**src/rtl/ssd_mux_display.sv**
```systemverilog
// Time-multiplexed common-anode seven-segment driver with dwell/blank timing,
// hex decode, per-digit enables, leading-zero suppression and a tear-free double buffer.
module ssd_mux_display #(
    parameter int NUM_DIGITS   = 4,
    parameter int REFRESH_DIV  = 100000,
    parameter int BLANK_CYCLES = 2000
) (
    input  logic                      fast_clk,
    input  logic                      rst,
    input  logic [4*NUM_DIGITS-1:0]   digits_in,
    input  logic [NUM_DIGITS-1:0]     digit_en,
    input  logic                      lz_blank,
    input  logic                      load,
    output logic [NUM_DIGITS-1:0]     SSD_Anode_Activate,
    output logic [6:0]                SSD_LED_out,
    output logic                      frame_start
);

    localparam int TW = $clog2(REFRESH_DIV);
    localparam int IW = $clog2(NUM_DIGITS);
    localparam int DW = 4 * NUM_DIGITS;

    logic [TW-1:0]         tick_q, tick_d;
    logic [IW-1:0]         idx_q, idx_d;
    logic [DW-1:0]         shadow_q, shadow_d;
    logic [DW-1:0]         active_q, active_d;
    logic [NUM_DIGITS-1:0] anode_q, anode_d;
    logic [6:0]            seg_q, seg_d;
    logic                  fs_q, fs_d;

    logic                  tick_wrap;
    logic                  last_slot;
    logic                  in_window;
    logic                  upper_zero;
    logic                  suppressed;
    logic                  lit;
    logic [3:0]            cur_nib;

    function automatic logic [6:0] hex_to_seg(input logic [3:0] n);
        case (n)
            4'h0: hex_to_seg = 7'b0000001;
            4'h1: hex_to_seg = 7'b1001111;
            4'h2: hex_to_seg = 7'b0010010;
            4'h3: hex_to_seg = 7'b0000110;
            4'h4: hex_to_seg = 7'b1001100;
            4'h5: hex_to_seg = 7'b0100100;
            4'h6: hex_to_seg = 7'b0100000;
            4'h7: hex_to_seg = 7'b0001111;
            4'h8: hex_to_seg = 7'b0000000;
            4'h9: hex_to_seg = 7'b0000100;
            4'hA: hex_to_seg = 7'b0001000;
            4'hB: hex_to_seg = 7'b1100000;
            4'hC: hex_to_seg = 7'b0110001;
            4'hD: hex_to_seg = 7'b1000010;
            4'hE: hex_to_seg = 7'b0110000;
            default: hex_to_seg = 7'b0111000;
        endcase
    endfunction

    always_comb begin
        tick_wrap = (tick_q == TW'(REFRESH_DIV - 1));
        last_slot = (idx_q == IW'(NUM_DIGITS - 1));

        tick_d = tick_wrap ? '0 : tick_q + TW'(1);
        idx_d  = idx_q;
        if (tick_wrap) begin
            idx_d = last_slot ? '0 : idx_q + IW'(1);
        end

        shadow_d = load ? digits_in : shadow_q;
        // The displayed value only changes at the frame boundary, so a scan never mixes two values.
        active_d = active_q;
        if (tick_wrap && last_slot) begin
            active_d = load ? digits_in : shadow_q;
        end

        cur_nib    = active_q[{idx_q, 2'b00} +: 4];
        upper_zero = 1'b1;
        for (int j = 0; j < NUM_DIGITS; j++) begin
            if ((j >= int'(idx_q)) && (active_q[4*j +: 4] != 4'h0)) begin
                upper_zero = 1'b0;
            end
        end

        // tick >= BLANK_CYCLES, written so BLANK_CYCLES = 0 is not a constant compare.
        in_window  = (({1'b0, tick_q} + (TW+1)'(1)) > (TW+1)'(BLANK_CYCLES));
        suppressed = lz_blank && (idx_q != '0) && upper_zero;
        lit        = in_window && digit_en[idx_q] && !suppressed;

        anode_d = '1;
        seg_d   = 7'b1111111;
        if (lit) begin
            anode_d = ~(NUM_DIGITS'(1) << idx_q);
            seg_d   = hex_to_seg(cur_nib);
        end

        fs_d = (tick_q == '0) && (idx_q == '0);
    end

    always_ff @(posedge fast_clk) begin
        if (rst) begin
            tick_q   <= '0;
            idx_q    <= '0;
            shadow_q <= '0;
            active_q <= '0;
            anode_q  <= '1;
            seg_q    <= 7'b1111111;
            fs_q     <= 1'b0;
        end else begin
            tick_q   <= tick_d;
            idx_q    <= idx_d;
            shadow_q <= shadow_d;
            active_q <= active_d;
            anode_q  <= anode_d;
            seg_q    <= seg_d;
            fs_q     <= fs_d;
        end
    end

    assign SSD_Anode_Activate = anode_q;
    assign SSD_LED_out        = seg_q;
    assign frame_start        = fs_q;

endmodule
```
**config.mk**
```make
export PLATFORM = sky130hd
export DESIGN_NAME = ssd_mux_display
export DESIGN_NICKNAME = d
export VERILOG_FILES = /design/src/rtl/ssd_mux_display.sv
export SDC_FILE = /design/constraint.sdc
export NUM_CORES = 1
export LEC_CHECK = 0
export BUFFER_PORTS_ARGS = -buffer_cell sky130_fd_sc_hd__buf_4
export CAP_MARGIN = 20
export CELL_PAD_IN_SITES_DETAIL_PLACEMENT = 1
export CELL_PAD_IN_SITES_GLOBAL_PLACEMENT = 1
export CORE_MARGIN = 2
export CORE_UTILIZATION = 40
export DETAILED_ROUTE_END_ITERATION = 8
export PLACE_DENSITY_LB_ADDON = 0.1
export SYNTH_ARGS = -nofsm -noshare
export SYNTH_HDL_FRONTEND = slang
export SYNTH_SLANG_ARGS = --single-unit
```
**constraint.sdc**
```tcl
create_clock -name fast_clk -period 2.3 [get_ports fast_clk]
set_input_delay 0.23 -clock fast_clk [delete_from_list [all_inputs] [get_ports fast_clk]]
set_output_delay 0.23 -clock fast_clk [all_outputs]
set_load 0.01 [all_outputs]
```
# ---- Word-level counts from Yosys, hierarchy flattened
# Memories as Yosys holds them, arrays and structs flattened. A register that Yosys moved wholly into a read port is not among the register bits.
# Cells that the tools add are included.
dict set report word_totals {
  regBits 56
  mem_bits_ro 112
  out_inout_bits 12
  memories 1
}
dict set report op_classes {
  addsub 3
  magnitude_cmp 5
  eq_ne 2
  n_shift 2
  mux 8
  bitwise_logic 2
  n_reduce_logical 19
}
# name words width rd rd_clocked_by_memory_dff wr line_no
set memory_table {}
lappend memory_table {{(no name shown)} 16 7 1 1 0 40} ;# case (n)
# cell n
set ops {}
lappend ops {{17-bit by 1-bit adder with 18-bit output (second input constant)} 1}
lappend ops {{18-bit by 11-bit > comparator with 1-bit output (second input constant)} 1}
lappend ops {{17-bit by 1-bit adder with 17-bit output (second input constant)} 1}
lappend ops {{17-bit equality test (second input constant)} 1}
lappend ops {{17-bit zero test} 1}
lappend ops {{16-bit 2-to-1 mux} 1}
lappend ops {{4-bit nonzero test} 4}
lappend ops {{16-bit by 5-bit variable part select with 4-bit output} 1}
lappend ops {{1-bit logical AND} 9}
lappend ops {{1-bit 2-to-1 mux} 5}
lappend ops {{1-bit by 2-bit greater-or-equal comparator with 1-bit output (first input constant)} 2}
lappend ops {{4-bit inverter} 1}
lappend ops {{2-bit OR reduction} 2}
lappend ops {{1-bit by 2-bit left shift with 4-bit output (first input constant)} 1}
lappend ops {{2-bit by 3-bit less-than comparator with 1-bit output (second input constant)} 1}
lappend ops {{2-bit by 1-bit adder with 2-bit output (second input constant)} 1}
lappend ops {{1-bit binary-select mux with 2-bit select} 1}
lappend ops {{2-bit equality test (second input constant)} 1}
lappend ops {{2-bit greater-or-equal comparator (first input constant)} 1}
lappend ops {{2-bit zero test} 1}
lappend ops {{2-bit 2-to-1 mux} 1}
lappend ops {{2-bit nonzero test} 1}
lappend ops {{1-bit zero test} 1}
lappend ops {{1-bit inverter} 1}

# ---- Logic depth before layout (Yosys ltp)
dict set report depth {
  depth_word 11
  depth_mapped 10
  depth_no_buf 9
}

# ---- Least setup slack after synthesis
# Ideal clock, no wire load.
dict set report synth_timing {
  path_type {reg2reg}
  startpoint {reg idx_q[0]}
  endpoint {reg seg_q[3], in the netlist SSD_LED_out[3]}
  setup_ns 0.148
  arrival_ns 2.066
  required_time_ns 2.152
  setup_slack_ns 0.086
  stages_incl_launch_ff 10
  period_less_slack_ns 2.214
  cell_sequence {dfxtp_1 buf_2 mux2_2 o21ai_0 inv_1 ha_1 nand2_1 o21ai_0 a22oi_1 nand4_1}
}
dict set report synth_via {
  elab_chain_len 11
}
# item line_no
set synth_lines {}
lappend synth_lines {{start, declared} 24} ;# logic [IW-1:0] idx_q, idx_d;
lappend synth_lines {{start signal, assigned} 111} ;# idx_q <= idx_d;
lappend synth_lines {{1-bit by 2-bit greater-or-equal comparator with 1-bit output} 80} ;# if ((j >= int'(idx_q)) && (active_q[4*j +: 4] != 4'h0)) begin
lappend synth_lines {{1-bit logical AND} 80}
lappend synth_lines {{1-bit 2-to-1 mux (4 in series)} 80}
lappend synth_lines {{1-bit logical AND} 87} ;# suppressed = lz_blank && (idx_q != '0) && upper_zero;
lappend synth_lines {{1-bit zero test} 88} ;# lit = in_window && digit_en[idx_q] && !suppressed;
lappend synth_lines {{1-bit logical AND} 88}
lappend synth_lines {{1-bit inverter (no line)} n/a}
lappend synth_lines {{2-bit OR reduction (no line)} n/a}
lappend synth_lines {{end, declared} 28} ;# logic [6:0] seg_q, seg_d;
# Parallel ways exist; a longest one is shown, timed or not. The select of a mux whose other input is x is not followed.
# A chain may end at the register's enable or synchronous reset.

# ---- Worst setup path after layout
dict set report layout_timing {
  startpoint {reg tick_q[0]}
  endpoint {reg seg_q[1], in the netlist SSD_LED_out[1]}
}
dict set report layout_via {
  elab_chain_len 6
}
# item line_no
set layout_lines {}
lappend layout_lines {{start, declared} 23} ;# logic [TW-1:0] tick_q, tick_d;
lappend layout_lines {{start signal, assigned} 110} ;# tick_q <= tick_d;
lappend layout_lines {{17-bit by 1-bit adder with 18-bit output} 86} ;# in_window = (({1'b0, tick_q} + (TW+1)'(1)) > (TW+1)'(BLANK_CYCLES));
lappend layout_lines {{18-bit by 11-bit > comparator with 1-bit output} 86}
lappend layout_lines {{1-bit logical AND (2 in series)} 88}
lappend layout_lines {{1-bit inverter (no line)} n/a}
lappend layout_lines {{2-bit OR reduction (no line)} n/a}
# No other way between the ends.

==> metrics.yaml <==
floorplan:
  ios: 36
  die_area_sq_mm: 0.008292
  die-height_um: 91.06
  dieWidth_um: 91.06
  start_util: 0.4158
  coreArea_sq_mm: 0.007292
  rows: 31
pwr:
  powerDensity_mw_per_mm2: 636.7
  p_leak_nw: 1.603
  vdd_drop_max_v: 0.0003288
synthesis:
  yosysWarnings: 0
  ys_types: 45
  synth_area_sq_mm: 0.003032
  synthArstFlopShare: 0
  syn_avg_cell_area_sq_um: 9.843
  synth_cells: 308
  synth.net_count: 345
  synthFlopType: "dfxtp_1"
  yosys_register_bits: 63
  synth_edf_count: 0
  yosysSeqAreaShare: 0.4160
cells_and_area:
  area_delta_synth_final_pct: 22.00
  fillers: 857
  layoutNonFillerInstCount: 455
  insertedDiodeCount: 0
  nets: 388
  final_cell_area_sq_mm: 0.003699
  drive_above_1_share: 0.2949
detailed_routing:
  first_pass_iters: 4
  num_vias: 2363
  detail-route-antenna-nets: 0
  drt_wl_total_mm: 7.087
  wl_per_cell_um: 15.58
  drt-initial-drc-count: 84
  via_per_inst: 5.193
  drc_errors: 0
setup_path:
  arrival_ps: 2460
  cp-start-kind: "register"
  end_kind: "register"
  cp.required_ps: 2570
  path_class: "register to register"
  crit_fanout: 8
sta:
  rsz0062_at_grt: "no"
  fmax_mhz: 457.4
  drv_slew: 0
  setup_tns_ps: 0
  hold-worst-slack_ps: 167.3
  final.min_clock_period_ps: 2186
  post-route-period-util: 0.9505
  slew-limit-headroom: 0.6058
  worst_slew_pin_slew_ps: 582.2
  hold_viol: 0
  setup_violations: 0
  skew_ps: 9.480
clocking:
  clk_latency_ps: 350
  cts_made_buffers: 9
  cts_max_level: 3
  cts-root-buf: "clkbuf_8"
  cts.clk_slew.worst_paths_ps: 80
  cts_buffer_depth: 2
  cts_tree: "built"
  cts_sinks: 63
placed_design:
  place.gp.congestion: 0.8875
  port_buffers: 35
  dpl_cell_area_sq_mm: 0.003421
  dp_hpwl_mm: 5.114
  placed_cells: 437
global_route:
  grtUsageTotal: 0.1804
  antenna_found_initial: 0
  grt_pass1_wl_mm: 11.82
  grt_pass1_vias: 2317
  overflow: 0
  grt_max_degree: 23
run:
  drv_cap: 0
worst_hold_path:
  hold_class: "primary input to register"
outcome:
  outcome: "finished clean"
## layer usage
| layer | up-vias | GRT usage | routed length, um |
|---|---|---|---|
| li1 | 1179 | - | - |
| met1 | 1146 | 0.2585 | 3691 |
| met2 | 30 | 0.2611 | 3101 |
| met3 | 8 | 0.04647 | 204 |
| met4 | 0 | 0.06313 | 89 |
| met5 | - | 0 | 0 |
## cells by family after synthesis
| kind of cell | after synthesis | share of synthesized area |
|---|---|---|
| and+or+nand+nor | 116 | 0.2225 |
| buffers and inverters | 33 | 0.05613 |
| adders and majority gates | 13 | 0.05365 |
| xor gates and xnor gates | 17 | 0.04911 |
| DFF | 63 | 0.4160 |
| muxes | 22 | 0.08956 |
| AOI/OAI and AO/OA | 44 | 0.1131 |
## cells in the mapped netlist, types with 4 or more instances
master,count,share of area
and4_1,5,0.014
buf_2,7,0.012
buf_4,4,0.0099
clkbuf_1,9,0.011
dfxtp_1,63,0.42
ha_1,13,0.054
inv_1,10,0.012
mux2i_1,17,0.056
mux4_2,4,0.030
nand2_1,21,0.026
nand3_1,4,0.0066
nand3_2,6,0.020
nand4_1,5,0.010
nor2_1,45,0.056
nor4_1,8,0.017
nor4_4,4,0.028
o21ai_0,9,0.015
o22a_1,16,0.046
xnor2_1,10,0.029
xor2_1,7,0.020
## worst max-delay path, cell delays in order, from the launching register on
cell       delay, ps
dfxtp_2          410
ha_2             230
and4_4           280
nand4_1          170
xor2_2           280
nor4_4            70
or4_4            570
o2111ai_1        120
## through the flow
stage | power [mW] | worst slack (ps) | util
floorplan | 1.220 | 86.22 | -
global placement | 1.269 | 119.2 | 0.4691
detailed placement | 1.273 | 40.01 | 0.4691
CTS | 2.382 | 11.34 | 0.5002
global route | 2.463 | 4.341 | 0.5072
finish | 2.355 | 113.8 | 0.5072
## path summary, 6_finish.rpt
| path | start | end | slack (ps) | depth (start not counted) |
|---|---|---|---|---|
| worst max-delay path | tick_q[0]$_SDFF_PP0_ | SSD_LED_out[1]$_SDFF_PP1_ | 110 | 7 |
| worst min register to register | tick_q[0]$_SDFF_PP0_ | tick_q[0]$_SDFF_PP0_ | 500 | 1 |
| worst max register to register | tick_q[0]$_SDFF_PP0_ | SSD_LED_out[1]$_SDFF_PP1_ | 110 | 7 |
| worst min-delay path | digits_in[15] | shadow_q[15]$_SDFF_PP0_ | 170 | 3 |
## registers in the layout, indices dropped and copies added (netlist names)
| name | cells |
|---|---|
| frame_start | 1 |
| shadow_q | 16 |
| SSD_Anode_Activate | 4 |
| idx_q | 2 |
| tick_q | 17 |
| active_q | 16 |
| SSD_LED_out | 7 |
## power by group
group / total (mW) / internal (mW) / leakage [nW] / switching, mW
sequential: 1.13 / 1.11 / 0.513 / 0.0131
combinational: 0.121 / 0.0601 / 0.979 / 0.0604
clock: 1.11 / 0.623 / 0.111 / 0.485
## area by class of cell
cell class,count,area (sq um),area share
Clock inverter,7,102.6,0.02774
Timing Repair Buffer,54,405.4,0.1096
Sequential cell,63,1266,0.3424
Multi-Input combinational cell,213,1639,0.4432
Clock buffer,9,123.9,0.03349
Tap cell,99,123.9,0.03349
Inverter,10,37.54,0.01015
## placed cells by master, fill, tap and decap left out, types with 5 or more instances in the layout
cell type / instances
mux2i_1: 17
clkbuf_8: 9
nor2_1: 45
nand3_2: 6
inv_1: 10
buf_4: 54
nor4_1: 7
xor2_1: 6
ha_1: 12
xnor2_1: 10
o22a_1: 16
o21ai_0: 9
nand4_1: 5
nand2_1: 21
nor4_4: 5
dfxtp_1: 59
## what timing repair did
item,CTS,global route
setup endpoints to repair,0,11
resized for setup,0,12
buffers inserted,0,1
hold buffers,0,0
Note: power is estimated with default switching activity, not from simulation.
